## src/rtl/mipi_rx_lane_aligner_n.sv

```systemverilog
// Lane deskew for a MIPI CSI-2/DSI receiver: waits for every lane's byte aligner to start,
// measures the arrival spread, then taps a per-lane delay line so all lanes emit their bytes together.
module mipi_rx_lane_aligner_n #(
   parameter int MIPI_LANES = 4,
   parameter int MAX_SKEW   = 3
) (
   input  logic                    clk_i,
   input  logic                    reset_in,
   input  logic [MIPI_LANES-1:0]   bytes_valid_i,
   input  logic [8*MIPI_LANES-1:0] byte_i,
   output logic                    lane_valid_o,
   output logic [8*MIPI_LANES-1:0] lane_byte_o,
   output logic                    align_err_o,
   output logic [2:0]              skew_o
);

   localparam logic [2:0] ST_IDLE     = 3'd0;
   localparam logic [2:0] ST_WAIT_ALL = 3'd1;
   localparam logic [2:0] ST_ALIGNED  = 3'd2;
   localparam logic [2:0] ST_DRAIN    = 3'd3;
   localparam logic [2:0] ST_ERROR    = 3'd4;

   localparam logic [2:0] SKEW_LIMIT  = 3'(MAX_SKEW);
   localparam bit         SINGLE_LANE = (MIPI_LANES == 1);

   logic [2:0]                          state_q, state_d;
   logic [2:0]                          cnt_q, cnt_d;
   logic [MIPI_LANES-1:0]               arrived_q, arrived_d;
   logic [MIPI_LANES-1:0][2:0]          offset_q, offset_d;
   logic [MIPI_LANES-1:0][2:0]          tap_q, tap_d;
   logic [MIPI_LANES-1:0][MAX_SKEW-1:0][8:0] dl_q;
   logic                                lane_valid_q, lane_valid_d;
   logic [8*MIPI_LANES-1:0]             lane_byte_q, lane_byte_d;
   logic                                align_err_q, align_err_d;
   logic [2:0]                          skew_q, skew_d;

   logic [MIPI_LANES-1:0][MAX_SKEW:0][8:0] stage;
   logic [MIPI_LANES-1:0][2:0]          tap_use;
   logic [MIPI_LANES-1:0]               tap_valid;
   logic [8*MIPI_LANES-1:0]             tap_byte;
   logic [2:0]                          cnt_now;
   logic [MIPI_LANES-1:0]               arrived_now;
   logic                                all_arrived;
   logic                                any_valid;
   logic                                all_valid;

   assign any_valid = |bytes_valid_i;
   assign all_valid = &bytes_valid_i;

   // Stage 0 is the live input, so a tap of 0 gives the one-cycle registered passthrough.
   always_comb begin
      for (int k = 0; k < MIPI_LANES; k++) begin
         stage[k][0] = {bytes_valid_i[k], byte_i[8*k +: 8]};
         for (int j = 0; j < MAX_SKEW; j++) begin
            stage[k][j+1] = dl_q[k][j];
         end
      end
   end

   // Taps in force this cycle: zero from IDLE, freshly computed on the cycle the last lane arrives.
   always_comb begin
      cnt_now     = cnt_q + 3'd1;
      arrived_now = arrived_q | bytes_valid_i;
      all_arrived = &arrived_now;
      tap_use     = tap_q;
      if (state_q == ST_IDLE) begin
         tap_use = '0;
      end else if (state_q == ST_WAIT_ALL && all_arrived) begin
         for (int k = 0; k < MIPI_LANES; k++) begin
            tap_use[k] = arrived_q[k] ? (cnt_now - offset_q[k]) : 3'd0;
         end
      end
   end

   always_comb begin
      tap_valid = '0;
      tap_byte  = '0;
      for (int k = 0; k < MIPI_LANES; k++) begin
         for (int j = 0; j <= MAX_SKEW; j++) begin
            if (tap_use[k] == 3'(j)) begin
               tap_valid[k]        = stage[k][j][8];
               tap_byte[8*k +: 8]  = stage[k][j][7:0];
            end
         end
      end
   end

   always_comb begin
      // NOTE: every *_d gets its hold value first, so no branch leaves one unassigned and no latch is inferred.
      state_d      = state_q;
      cnt_d        = cnt_q;
      arrived_d    = arrived_q;
      offset_d     = offset_q;
      tap_d        = tap_q;
      lane_valid_d = 1'b0;
      lane_byte_d  = lane_byte_q;
      align_err_d  = 1'b0;
      skew_d       = skew_q;

      case (state_q)
         ST_IDLE: begin
            if (any_valid) begin
               cnt_d     = 3'd0;
               arrived_d = bytes_valid_i;
               offset_d  = '0;
               if (all_valid) begin
                  tap_d        = '0;
                  skew_d       = 3'd0;
                  lane_valid_d = &tap_valid;
                  lane_byte_d  = tap_byte;
                  state_d      = ST_ALIGNED;
               end else begin
                  state_d = ST_WAIT_ALL;
               end
            end
         end

         ST_WAIT_ALL: begin
            cnt_d     = cnt_now;
            arrived_d = arrived_now;
            for (int k = 0; k < MIPI_LANES; k++) begin
               if (!arrived_q[k] && bytes_valid_i[k]) begin
                  offset_d[k] = cnt_now;
               end
            end
            if (all_arrived) begin
               tap_d        = tap_use;
               skew_d       = cnt_now;
               lane_valid_d = &tap_valid;
               lane_byte_d  = tap_byte;
               state_d      = ST_ALIGNED;
            end else if (cnt_now >= SKEW_LIMIT) begin
               // Another cycle would push the spread past MAX_SKEW with a lane still missing.
               align_err_d = 1'b1;
               state_d     = ST_ERROR;
            end
         end

         ST_ALIGNED: begin
            if (&tap_valid) begin
               lane_valid_d = 1'b1;
               lane_byte_d  = tap_byte;
            end else begin
               // A lone lane has nothing to drain, and skipping DRAIN keeps it a true passthrough.
               state_d = SINGLE_LANE ? ST_IDLE : ST_DRAIN;
            end
         end

         ST_DRAIN, ST_ERROR: begin
            if (!any_valid) begin
               state_d = ST_IDLE;
            end
         end

         default: state_d = ST_IDLE;
      endcase
   end

   // NOTE: state registers use <= so each one samples pre-edge values regardless of statement order.
   always_ff @(posedge clk_i or negedge reset_in) begin
      if (!reset_in) begin
         state_q      <= ST_IDLE;
         cnt_q        <= 3'd0;
         arrived_q    <= '0;
         offset_q     <= '0;
         tap_q        <= '0;
         lane_valid_q <= 1'b0;
         lane_byte_q  <= '0;
         align_err_q  <= 1'b0;
         skew_q       <= 3'd0;
      end else begin
         state_q      <= state_d;
         cnt_q        <= cnt_d;
         arrived_q    <= arrived_d;
         offset_q     <= offset_d;
         tap_q        <= tap_d;
         lane_valid_q <= lane_valid_d;
         lane_byte_q  <= lane_byte_d;
         align_err_q  <= align_err_d;
         skew_q       <= skew_d;
      end
   end

   // NOTE: the delay lines are reset as well, so a tap into a stage not yet refilled after reset
   // reads an invalid entry instead of a stale byte from the aborted burst.
   always_ff @(posedge clk_i or negedge reset_in) begin
      if (!reset_in) begin
         dl_q <= '0;
      end else begin
         for (int k = 0; k < MIPI_LANES; k++) begin
            dl_q[k][0] <= {bytes_valid_i[k], byte_i[8*k +: 8]};
            for (int j = 1; j < MAX_SKEW; j++) begin
               dl_q[k][j] <= dl_q[k][j-1];
            end
         end
      end
   end

   assign lane_valid_o = lane_valid_q;
   assign lane_byte_o  = lane_byte_q;
   assign align_err_o  = align_err_q;
   assign skew_o       = skew_q;

endmodule

```

## config.mk

```make
export PLATFORM = sky130hd
export DESIGN_NAME = mipi_rx_lane_aligner_n
export DESIGN_NICKNAME = d
export VERILOG_FILES = /design/src/rtl/mipi_rx_lane_aligner_n.sv
export SDC_FILE = /design/constraint.sdc
export NUM_CORES = 1
export LEC_CHECK = 0
export CORE_ASPECT_RATIO = 0.7
export CORE_MARGIN = 1
export CORE_UTILIZATION = 50
export DETAILED_ROUTE_END_ITERATION = 10
export GPL_ROUTABILITY_DRIVEN = 0
export PLACE_DENSITY = 0.71
export SLEW_MARGIN = 20
export SYNTH_ARGS = -nofsm -noshare
export SYNTH_HDL_FRONTEND = slang
export SYNTH_SLANG_ARGS = --single-unit
```

## constraint.sdc

```tcl
create_clock -name clk_i -period 4.4 [get_ports clk_i]
set_clock_uncertainty 0.15 [all_clocks]
set_input_delay 0.66 -clock clk_i [delete_from_list [all_inputs] [get_ports clk_i]]
set_output_delay 0.66 -clock clk_i [all_outputs]
set_load 0.01 [all_outputs]
```

# After elaboration in Yosys (flattened, before gate mapping)
# Index checks and enable logic that the tools add are counted.
[totals] wordCells=166 output_inout_bits=37 regBits=179 in_bits=38
[classes] n_mux=76 eq_ne=27 magnitude_cmp=1 bitwise_logic=1 reduce_logical=29 add_sub_neg=5
[op_table] cell="$mux W32" count=4
[op_table] cell="$mux W8" count=16
[op_table] cell="$pmux W32 S3" count=1
[op_table] cell="$mux W12" count=6
[op_table] cell="$mux W3" count=17
[op_table] cell="$pmux W12 S2" count=2
[op_table] cell="$eq A3 B2 Y1 const B" count=10
[op_table] cell="$mux W1" count=23
[op_table] cell="$reduce_and A4 Y1" count=5
[op_table] cell="$eq A3 B1 Y1 const B" count=5
[op_table] cell="$logic_not A3 Y1" count=5
[op_table] cell="$ne A2 B2 Y1 const B" count=6
[op_table] cell="$pmux W3 S2" count=2
[op_table] cell="$pmux W3 S4" count=1
[op_table] cell="$reduce_and A3 Y1" count=4
[op_table] cell="$sub A3 B3 Y3" count=4
[op_table] cell="$ne A2 B1 Y1 const B" count=4
[op_table] cell="$pmux W4 S2" count=1
[op_table] cell="$logic_and A1 B1 Y1" count=5
[op_table] cell="$reduce_and A5 Y1" count=1
[op_table] cell="$logic_not A1 Y1" count=4
[op_table] cell="$mux W4" count=1
[op_table] cell="$or A4 B4 Y4" count=1
[op_table] cell="$reduce_or A4 Y1" count=1
[op_table] cell="other kinds (10)" count=10

# Depth between registers and ports, before layout
# Gate-level depths: netlist of the first run.
[logic_depth] word_depth=14 mapped_depth=14 ltp_nobuf=12

# Worst setup path after synthesis of the first run
# No wires, ideal clock.
[synth_path] path_kind="register -> register" from="register cnt_q[0]" to="register lane_byte_q[10] (netlist: lane_byte_o[10])" arrival_time_ps=3614 t_required_ps=4125 setup_time_ps=125 synth_period_minus_slack_ps=3889 n_path_buf=1 stages_incl_launch_ff=14 slack_ps=511 path_cell_list="dfrtp_1 inv_1 ha_1 inv_1 fa_1 xor2_1 xnor2_1 a211o_1 nor2_4 a222oi_1 a2111oi_2 a31oi_4 buf_6 mux2_4"
[synth_via] elab_chain_len=13 elab_cells_between_ends=55 classes_between="5 x add/sub; 13 x eq/ne; 31 x mux; 6 x reduce/logical"
[synth_rtl] item="from (decl)" line_no="27" source="logic [2:0] cnt_q, cnt_d;"
[synth_rtl] item="from (signal assigned)" line_no="173" source="cnt_q <= cnt_d;"
[synth_rtl] item="$add A3 B1 Y3 *" line_no="62" source="cnt_now = cnt_q + 3'd1;"
[synth_rtl] item="$sub A3 B3 Y3" line_no="70" source="tap_use[k] = arrived_q[k] ? (cnt_now - offset_q[k]) : 3'd0;"
[synth_rtl] item="$mux W3" line_no="70"
[synth_rtl] item="$mux W12 *" line_no="68" source="end else if (state_q == ST_WAIT_ALL && all_arrived) begin"
[synth_rtl] item="$mux W12 *" line_no="66" source="if (state_q == ST_IDLE) begin"
[synth_rtl] item="$logic_not A3 Y1" line_no="80" source="if (tap_use[k] == 3'(j)) begin"
[synth_rtl] item="$mux W1 or $mux W8 (tied branches) (4 in a row)" line_no="80"
[synth_rtl] item="$reduce_and A4 Y1 or $mux W32 (tied branches)" line_no="140, 106"
[synth_rtl] item="$ne A2 B2 Y1 (no source line) or $mux W32 (tied branches)"
[synth_rtl] item="$reduce_and A5 Y1 (no source line) or $pmux W32 S3 (tied branches)"
[synth_rtl] item="to (signal assigned)" line_no="178" source="lane_byte_q <= lane_byte_d;"
[synth_rtl] item="to (decl)" line_no="33" source="logic [8*MIPI_LANES-1:0] lane_byte_q, lane_byte_d;"
# Mark *: on every way between the ends. The rest lies on a longest branch, timed or not. The select of a mux whose other input is x is not followed.
# A chain may end at the register's enable or synchronous reset.

# Worst setup path after layout of the first run
[layout_path] from="register cnt_q[1]" to="register lane_byte_q[28] (netlist: lane_byte_o[28])"
# Same word-level chain as after synthesis.

==> results of run 1 <==
## how the worst max path moves through the flow
stage,start,end,slack [ns],depth (start not counted)
2_1_floorplan,cnt_q[0],lane_byte_o[10],0.51,13
3_3_place_gp,bytes_valid_i[0],lane_byte_o[1],0.24,11
3_5_place_dp,bytes_valid_i[0],lane_byte_o[0],0.09,11
4_1_cts,cnt_q[1],lane_byte_o[14],0.33,12
5_1_grt,cnt_q[0],lane_byte_o[4],0.12,13
6_report,cnt_q[1],lane_byte_o[28],0.31,12
## per-stage QoR
step | worst slack [ns] | area [µm²] | utilization | hold slack (ns) | instances
after floorplan | 0.5107 | 7422 | - | 0.1956 | 561
after detailed placement | 0.09337 | 8499 | 0.5990 | 0.2085 | 831
after CTS | 0.3309 | 9041 | 0.6372 | 0.2088 | 863
after global placement | 0.2440 | 8499 | 0.5990 | 0.2043 | 831
after global routing | 0.1194 | 9041 | 0.6372 | 0.2284 | 863
final | 0.3053 | 9041 | 0.6372 | 0.1569 | 863
## cells in the mapped netlist, types with 5 or more instances
master	n
a22oi_1	19
a221oi_1	6
dfrtp_1	179
inv_1	20
and2_1	5
nor2b_1	5
mux2i_1	30
a22o_1	29
a21oi_1	17
a221o_1	6
o21ai_0	23
ha_1	6
nor3_1	8
mux2_4	30
nand2_1	40
clkbuf_1	11
a31oi_1	5
a21o_1	9
nor2_1	15
nor4_1	5
## registers in the layout (all words and copies together), names as in the netlist
signal	flops
offset_q	12
dl_q	108
arrived_q	4
align_err_o	1
lane_byte_o	32
state_q	3
skew_o	3
tap_q	12
cnt_q	3
lane_valid_o	1
## worst max-delay path, stage by stage, from the launching register on
cell,delay [ns]
dfrtp_1,0.41
ha_1,0.34
inv_1,0.19
fa_1,0.45
xor2_1,0.16
xnor2_1,0.17
o21ai_0,0.22
a21o_1,0.37
a222oi_1,0.15
a2111oi_2,0.62
a31oi_4,0.17
buf_12,0.23
mux2_4,0.32
## layer usage
layer	up-vias	global-route usage	wire [µm]
met5	-	0	0
met4	0	0.06186	144
met3	20	0.05526	1145
met2	199	0.3400	7354
met1	2562	0.3418	7937
li1	2276	-	-
## cell families after synthesis
logic type                 after synthesis
xor gates and xnor gates                 9
and+or+nand+nor                        102
AOI/OAI and AO/OA                      158
adders and majority gates               10
DFF                                    179
buffers and inverters                   40
muxes                                   63
## layout make-up
cell class              instances  area share
repair buffers                100      0.1050
inverters                      20    0.008303
clock inverters                13     0.01093
flip-flops and latches        179      0.4954
multi-input cells             342      0.3050
clock buffers                  19     0.04899
well taps                     190     0.02629
## power by group through the flow
stage          Clock [mW]  Sequential [mW]  Combinational [mW]
3_5_place_dp            0             2.30                3.17
4_1_cts              1.42             2.27                3.19
6_report             1.40             2.27                3.18
5_1_grt              1.49             2.32                3.45
3_3_place_gp            0             2.28                3.09
2_1_floorplan           0             2.28                2.14
==> summary.txt, run 1 <==
Clock tree
  • CTS buffer count: 17
  • Clock Root Buffer: clkbuf_16
  • Clk buf depth: 2
  • CTS resizes: 0
  • CTS tree: built
  • Post-CTS setup buffer count: 0
  • CTS clock-pin slew for the worst setup and hold paths: 0.07 ns
  • Hold buffers post-CTS: 0
  • Worst skew pair latency: between 0.4 and 0.5 ns
  • Sink Count: ~180
  • CTS H-tree lvls: 4

Die
  • Die area: ~15000 µm²
  • CORE AREA: about 14000 µm²
  • Std cell rows: 36
  • Die width: roughly 150 µm
  • I/O pins: 75
  • Die Y-Extent: slightly above 100 µm
  • Initial core utilization: 0.5231

Routing
  • Wire per inst: 19.21 µm
  • 1st-pass router iterations: 5
  • Remaining DRCs: 0
  • Via count: between 5k and 6k
  • Via density: around 6
  • Iter 0 DRT Violations: 329
  • Routed WL: 16.58 mm
  • Antenna Nets Post-Route: 0

Placed design
  • Port bufs: 74
  • Post-DP HPWL: about 12 mm

Power
  • Tot Pwr: just under 7 mW
  • Peak supply drop: roughly 360 µV
  • Gate power share: 0.464
  • Sequential power share: 0.332
  • Net Sw Frac: 0.3685
  • Net Sw Power: around 2.5 mW
  • Clock Power Share: 0.204
  • Leakage: between 4 and 5 nW
  • Cell internal pwr: 4.330 mW
  • P per Cell Area: 758.4 nW/µm²

Yosys
  • Synth Area in Compound Gates: 0.1630
  • Number of synthesized flops with an enable pin: 0
  • Syn Std Cell Area: 7422 µm²
  • Synth Area in Adders: 0.02090
  • Synth Area in XOR/XNOR: 0.01163
  • Yosys top cell by area: dfrtp_1
  • #FFs+latches synth: 179
  • Async SR Flop Fraction: 1.000
  • Synth cell types: between 60 and 70
  • Simple-gate area share of the yosys netlist: 0.06996
  • Post-synthesis mux area share: 0.1060
  • Post-Syn Nets: 609
  • Cell count after synthesis: around 560
  • Largest family of logic cells by synthesized area: compound AO/OA/AOI/OAI gates
  • Largest cells by area after synthesis: dfrtp_1 60%, mux2_4 6.1%, mux2i_1 4.0%
  • Post-synth top area share: 0.6035
  • Share of the yosys chip area belonging to registers: 0.6035
  • Primary FF master, synth: dfrtp_1
  • Syn avg cell area: approximately 13 µm²
  • Yosys Warn Count: 0

Worst setup path
  • Reg-to-Reg Start: cnt_q[1]
  • CP Class: register to register
  • Req. time, crit path: between 4 and 5 ns
  • Reg2reg path depth: 12
  • Max FO, Critical Path: 32
  • Critical path launch point type: register
  • R2r endpoint: lane_byte_o[28]
  • WP data arrival: between 4 and 5 ns
  • Setup crit end kind: register
  • Worst R2R Setup Slack: just over 0.3 ns

Layout
  • Commonest cells after routing, fill and taps aside: 179 x dfrtp_1, 73 x clkdlybuf4s50_1, 40 x nand2_1, 30 x mux2i_1, 30 x mux2_4
  • Commonest non-fill, non-tap cell in the layout: dfrtp_1
  • Filler Cell Count: approximately 1.1k
  • Multi-input gate area: between 2000 and 3000 µm²
  • Antenna cells: 0
  • Layout cells sized above 1: 0.1530
  • Nets: a little over 700
  • Area grow syn2layout: 21.81%
  • Reg area: between 4000 and 5000 µm²

Job
  • Max-cap violations: 0

Timing
  • Max Freq: between 200 and 250 MHz
  • Fin crit share: 0.9306
  • Setup violations, final: 0
  • Crit path time final: roughly 4.1 ns
  • Post-route setup TNS: 0 ns
  • Slew Limit Fails: 0
  • Worst Max-Slew Pin Slew: ~0.84 ns
  • Hold Vio Cnt, Final: 0
  • RSZ-0062 raised after global routing: false
  • Worst slew margin: 0.4376

Global routing
  • Global-route wire length before repair: between 20 and 30 mm
  • Largest net degree at the start of global routing: 94
  • GRT Total Usage: 0.2305
  • Initial antenna violation count: 0
  • Vias in the first global route: between 5k and 6k
  • GRT Residual Overflow: 0

Status
  • Status: finished, final reports clean

Worst hold path
  • Hold Path Class: primary input to async pin
Power figures use the tool's default switching activity.
==> inputs of run 2 (changes only) <==
--- a/config.mk
+++ b/config.mk
@@ -7,10 +7,10 @@
 export LEC_CHECK = 0
 export CORE_ASPECT_RATIO = 0.7
 export CORE_MARGIN = 1
-export CORE_UTILIZATION = 50
+export CORE_UTILIZATION = 57
 export DETAILED_ROUTE_END_ITERATION = 10
 export GPL_ROUTABILITY_DRIVEN = 0
-export PLACE_DENSITY = 0.71
+export PLACE_DENSITY = 0.8
 export SLEW_MARGIN = 20
 export SYNTH_ARGS = -nofsm -noshare
 export SYNTH_HDL_FRONTEND = slang
==> run 2 against run 1 <==
Effect of this change: the run now ends with DRC left; highest routed layer unchanged; global-route usage increased by 4.8 points; critical endpoint is now lane_byte_o[29]; sequential share of layout area about the same; worst setup slack got worse by 0.10 ns; clock-buffer cell count unchanged; critical path type unchanged; first-iteration DRC count increased by 46%.
==> summary.txt, run 2 (synthesized netlist as in run 1, its figures left out) <==
Layout
  • Layout cells sized above 1: 0.1581 (was 0.1530)
  • Antenna cells: 0 (unchanged)
  • Largest register FFs: 108 (unchanged)
  • Nets: 712 (was 708)
  • Area grow syn2layout: 21.75% (was 21.81%)
  • Commonest cells after routing, fill and taps aside: 179 x dfrtp_1, 73 x clkdlybuf4s50_1, 40 x nand2_1, 30 x mux2i_1, 30 x mux2_4 (unchanged)
  • Commonest non-fill, non-tap cell in the layout: dfrtp_1 (unchanged)
  • Filler Cell Count: 850 (was 1087)
  • Final Instance Area: 9036 µm² (was 9041 µm²)
  • Largest register by flop count: dl_q (unchanged)

Routing
  • Remaining DRCs: 14 (was 0)
  • Routed WL: 17.36 mm (was 16.58 mm)
  • 1st-pass router iterations: 8 (was 5)
  • Via density: 6.186 (was 5.860)
  • Iter 0 DRT Violations: 479 (was 329)
  • Antenna Nets Post-Route: 0 (unchanged)
  • Via count: 5190 (was 5057)
  • Wire per inst: 20.69 µm (was 19.21 µm)

Timing
  • RSZ-0062 raised after global routing: false (unchanged)
  • Setup ws final: 0.2012 ns (was 0.3053 ns)
  • Setup violations, final: 0 (unchanged)
  • Worst Max-Slew Pin Slew: 0.7763 ns (was 0.8435 ns)
  • Crit path time final: 4.199 ns (was 4.095 ns)
  • Slew Limit Fails: 0 (unchanged)
  • Hold Vio Cnt, Final: 0 (unchanged)
  • Max Freq: 238.2 MHz (was 244.2 MHz)
  • Fin crit share: 0.9543 (was 0.9306)
  • Post-route setup TNS: 0 ns (unchanged)
  • Worst slew margin: 0.4824 (was 0.4376)

Worst setup path
  • Reg-to-Reg Start: cnt_q[0] (was cnt_q[1])
  • CP Class: register to register (unchanged)
  • CP max stage delay: 0.55 ns (was 0.62 ns)
  • Worst R2R Setup Slack: 0.20 ns (was 0.31 ns)
  • WP data arrival: 4.36 ns (was 4.25 ns)
  • CP Cell Sequence: inv_1, ha_1, inv_1, fa_1, xor2_1, xnor2_1, a211o_1, nor2_4, a222oi_1, a2111oi_2, a31oi_4, buf_12, mux2_4 (was ha_1, inv_1, fa_1, xor2_1, xnor2_1, o21ai_0, a21o_1, a222oi_1, a2111oi_2, a31oi_4, buf_12, mux2_4)
  • Setup crit end kind: register (unchanged)
  • Req. time, crit path: 4.56 ns (was 4.55 ns)
  • Max FO, Critical Path: 24 (was 32)
  • Critical path launch point type: register (unchanged)
  • Slowest-stage cell, CP: a2111oi_2 (unchanged)
  • Crit-path leading delay family: compound AO/OA/AOI/OAI gates (unchanged)
  • CP dominant cell by count: inv_1
  • CP Buf/Inv Count: 3 (was 2)
  • Reg2reg path depth: 13 (was 12)
  • R2r endpoint: lane_byte_o[29] (was lane_byte_o[28])

Clock tree
  • Sink Count: 179 (unchanged)
  • Clock Root Buffer: clkbuf_16 (unchanged)
  • CTS buffer count: 17 (unchanged)
  • CTS H-tree lvls: 4 (unchanged)
  • Hold buffers post-CTS: 0 (unchanged)
  • CTS resizes: 0 (unchanged)
  • Worst skew pair latency: 0.43 ns (was 0.42 ns)
  • CTS tree: built (unchanged)
  • Clk buf depth: 2 (unchanged)
  • CTS clock-pin slew for the worst setup and hold paths: 0.07 ns (about the same)
  • Post-CTS setup buffer count: 0 (unchanged)

Global routing
  • Vias in the first global route: 5435 (was 5155)
  • Largest net degree at the start of global routing: 87 (was 94)
  • GRT Total Usage: 0.2789 (was 0.2305)
  • Initial antenna violation count: 0 (unchanged)
  • Global-route wire length before repair: 28.63 mm (was 27.23 mm)
  • GRT Residual Overflow: 0 (unchanged)

Placed design
  • Placement Setup Slack: 0.05515 ns (was 0.09337 ns)
  • Post-DP HPWL: 11.98 mm (was 11.71 mm)
  • Placed instance area: 8494 µm² (was 8499 µm²)
  • Port bufs: 74 (unchanged)

Die
  • Std cell rows: 34 (was 36)
  • I/O pins: 75 (unchanged)
  • Initial core utilization: 0.5914 (was 0.5231)
  • Die Y-Extent: 97.47 µm (was 103.9 µm)
  • CORE AREA: 12550 µm² (was 14190 µm²)
  • Die width: 138.4 µm (was 147.6 µm)
  • Die area: 13490 µm² (was 15340 µm²)

Worst hold path
  • Hold Path Class: primary input to async pin (unchanged)

Job
  • Max-cap violations: 0 (unchanged)

Status
  • Violated checks: DRC
  • Status: finished with violations (was finished, final reports clean)

Power
  • Leakage: 4.175 nW (was 4.161 nW)
  • Peak supply drop: 456.9 µV (was 356.0 µV)
  • P per Cell Area: 772.5 nW/µm² (was 758.4 nW/µm²)
## run 2: how the worst max path moves through the flow
stage	startpoint	endpoint	cells after the start
5_1_grt	cnt_q[0]	lane_byte_o[18]	13
4_1_cts	cnt_q[0]	lane_byte_o[29]	13
6_report	cnt_q[0]	lane_byte_o[29]	13
3_3_place_gp	bytes_valid_i[3]	lane_byte_o[0]	10
3_5_place_dp	bytes_valid_i[3]	lane_byte_o[26]	10
2_1_floorplan	cnt_q[0]	lane_byte_o[10]	13
## run 2: where the power goes
part / leakage [nW] / internal [mW] / switching [mW]
sequential: 2.16 / 2.00 / 0.279
clock: 0.261 / 0.745 / 0.660
combinational: 1.76 / 1.61 / 1.68
## run 2: metrics by stage
step                      hold WS (ns)  utilization  power [mW]  instances
after floorplan                 0.1956            -       4.423        561
after global placement          0.2034       0.6769       5.382        807
after detailed placement        0.2079       0.6769       5.531        807
after CTS                       0.1710       0.7200       6.963        839
after global routing            0.2055       0.7200       7.350        839
final                           0.1486       0.7200       6.981        839
## run 2: worst register-to-register path: cells and delay by family (launching register included)
kind | cells | cell delay, ns
AOI/OAI and AO/OA | 4 | 1.33
adders and majority gates | 2 | 0.77
buffers and inverters | 3 | 0.48
xor gates and xnor gates | 2 | 0.41
DFF | 1 | 0.34
muxes | 1 | 0.34
and+or+nand+nor | 1 | 0.27
## run 2: final cells by class
type,count,area (µm²),area share
Sequential cell,179,4479,0.4957
Multi-Input combinational cell,342,2758,0.3052
Timing Repair Buffer,104,979.7,0.1084
Clock buffer,19,442.9,0.04902
Tap cell,162,202.7,0.02243
Clock inverter,13,98.84,0.01094
Inverter,20,75.07,0.008308
## run 2: per-layer routing
metal	vias to the layer above	GRT usage	share of wire
met2	278	0.4280	0.46
met5	-	0	0
li1	2280	-	-
met1	2580	0.3903	0.44
met3	52	0.07196	0.084
met4	0	0.09334	0.018
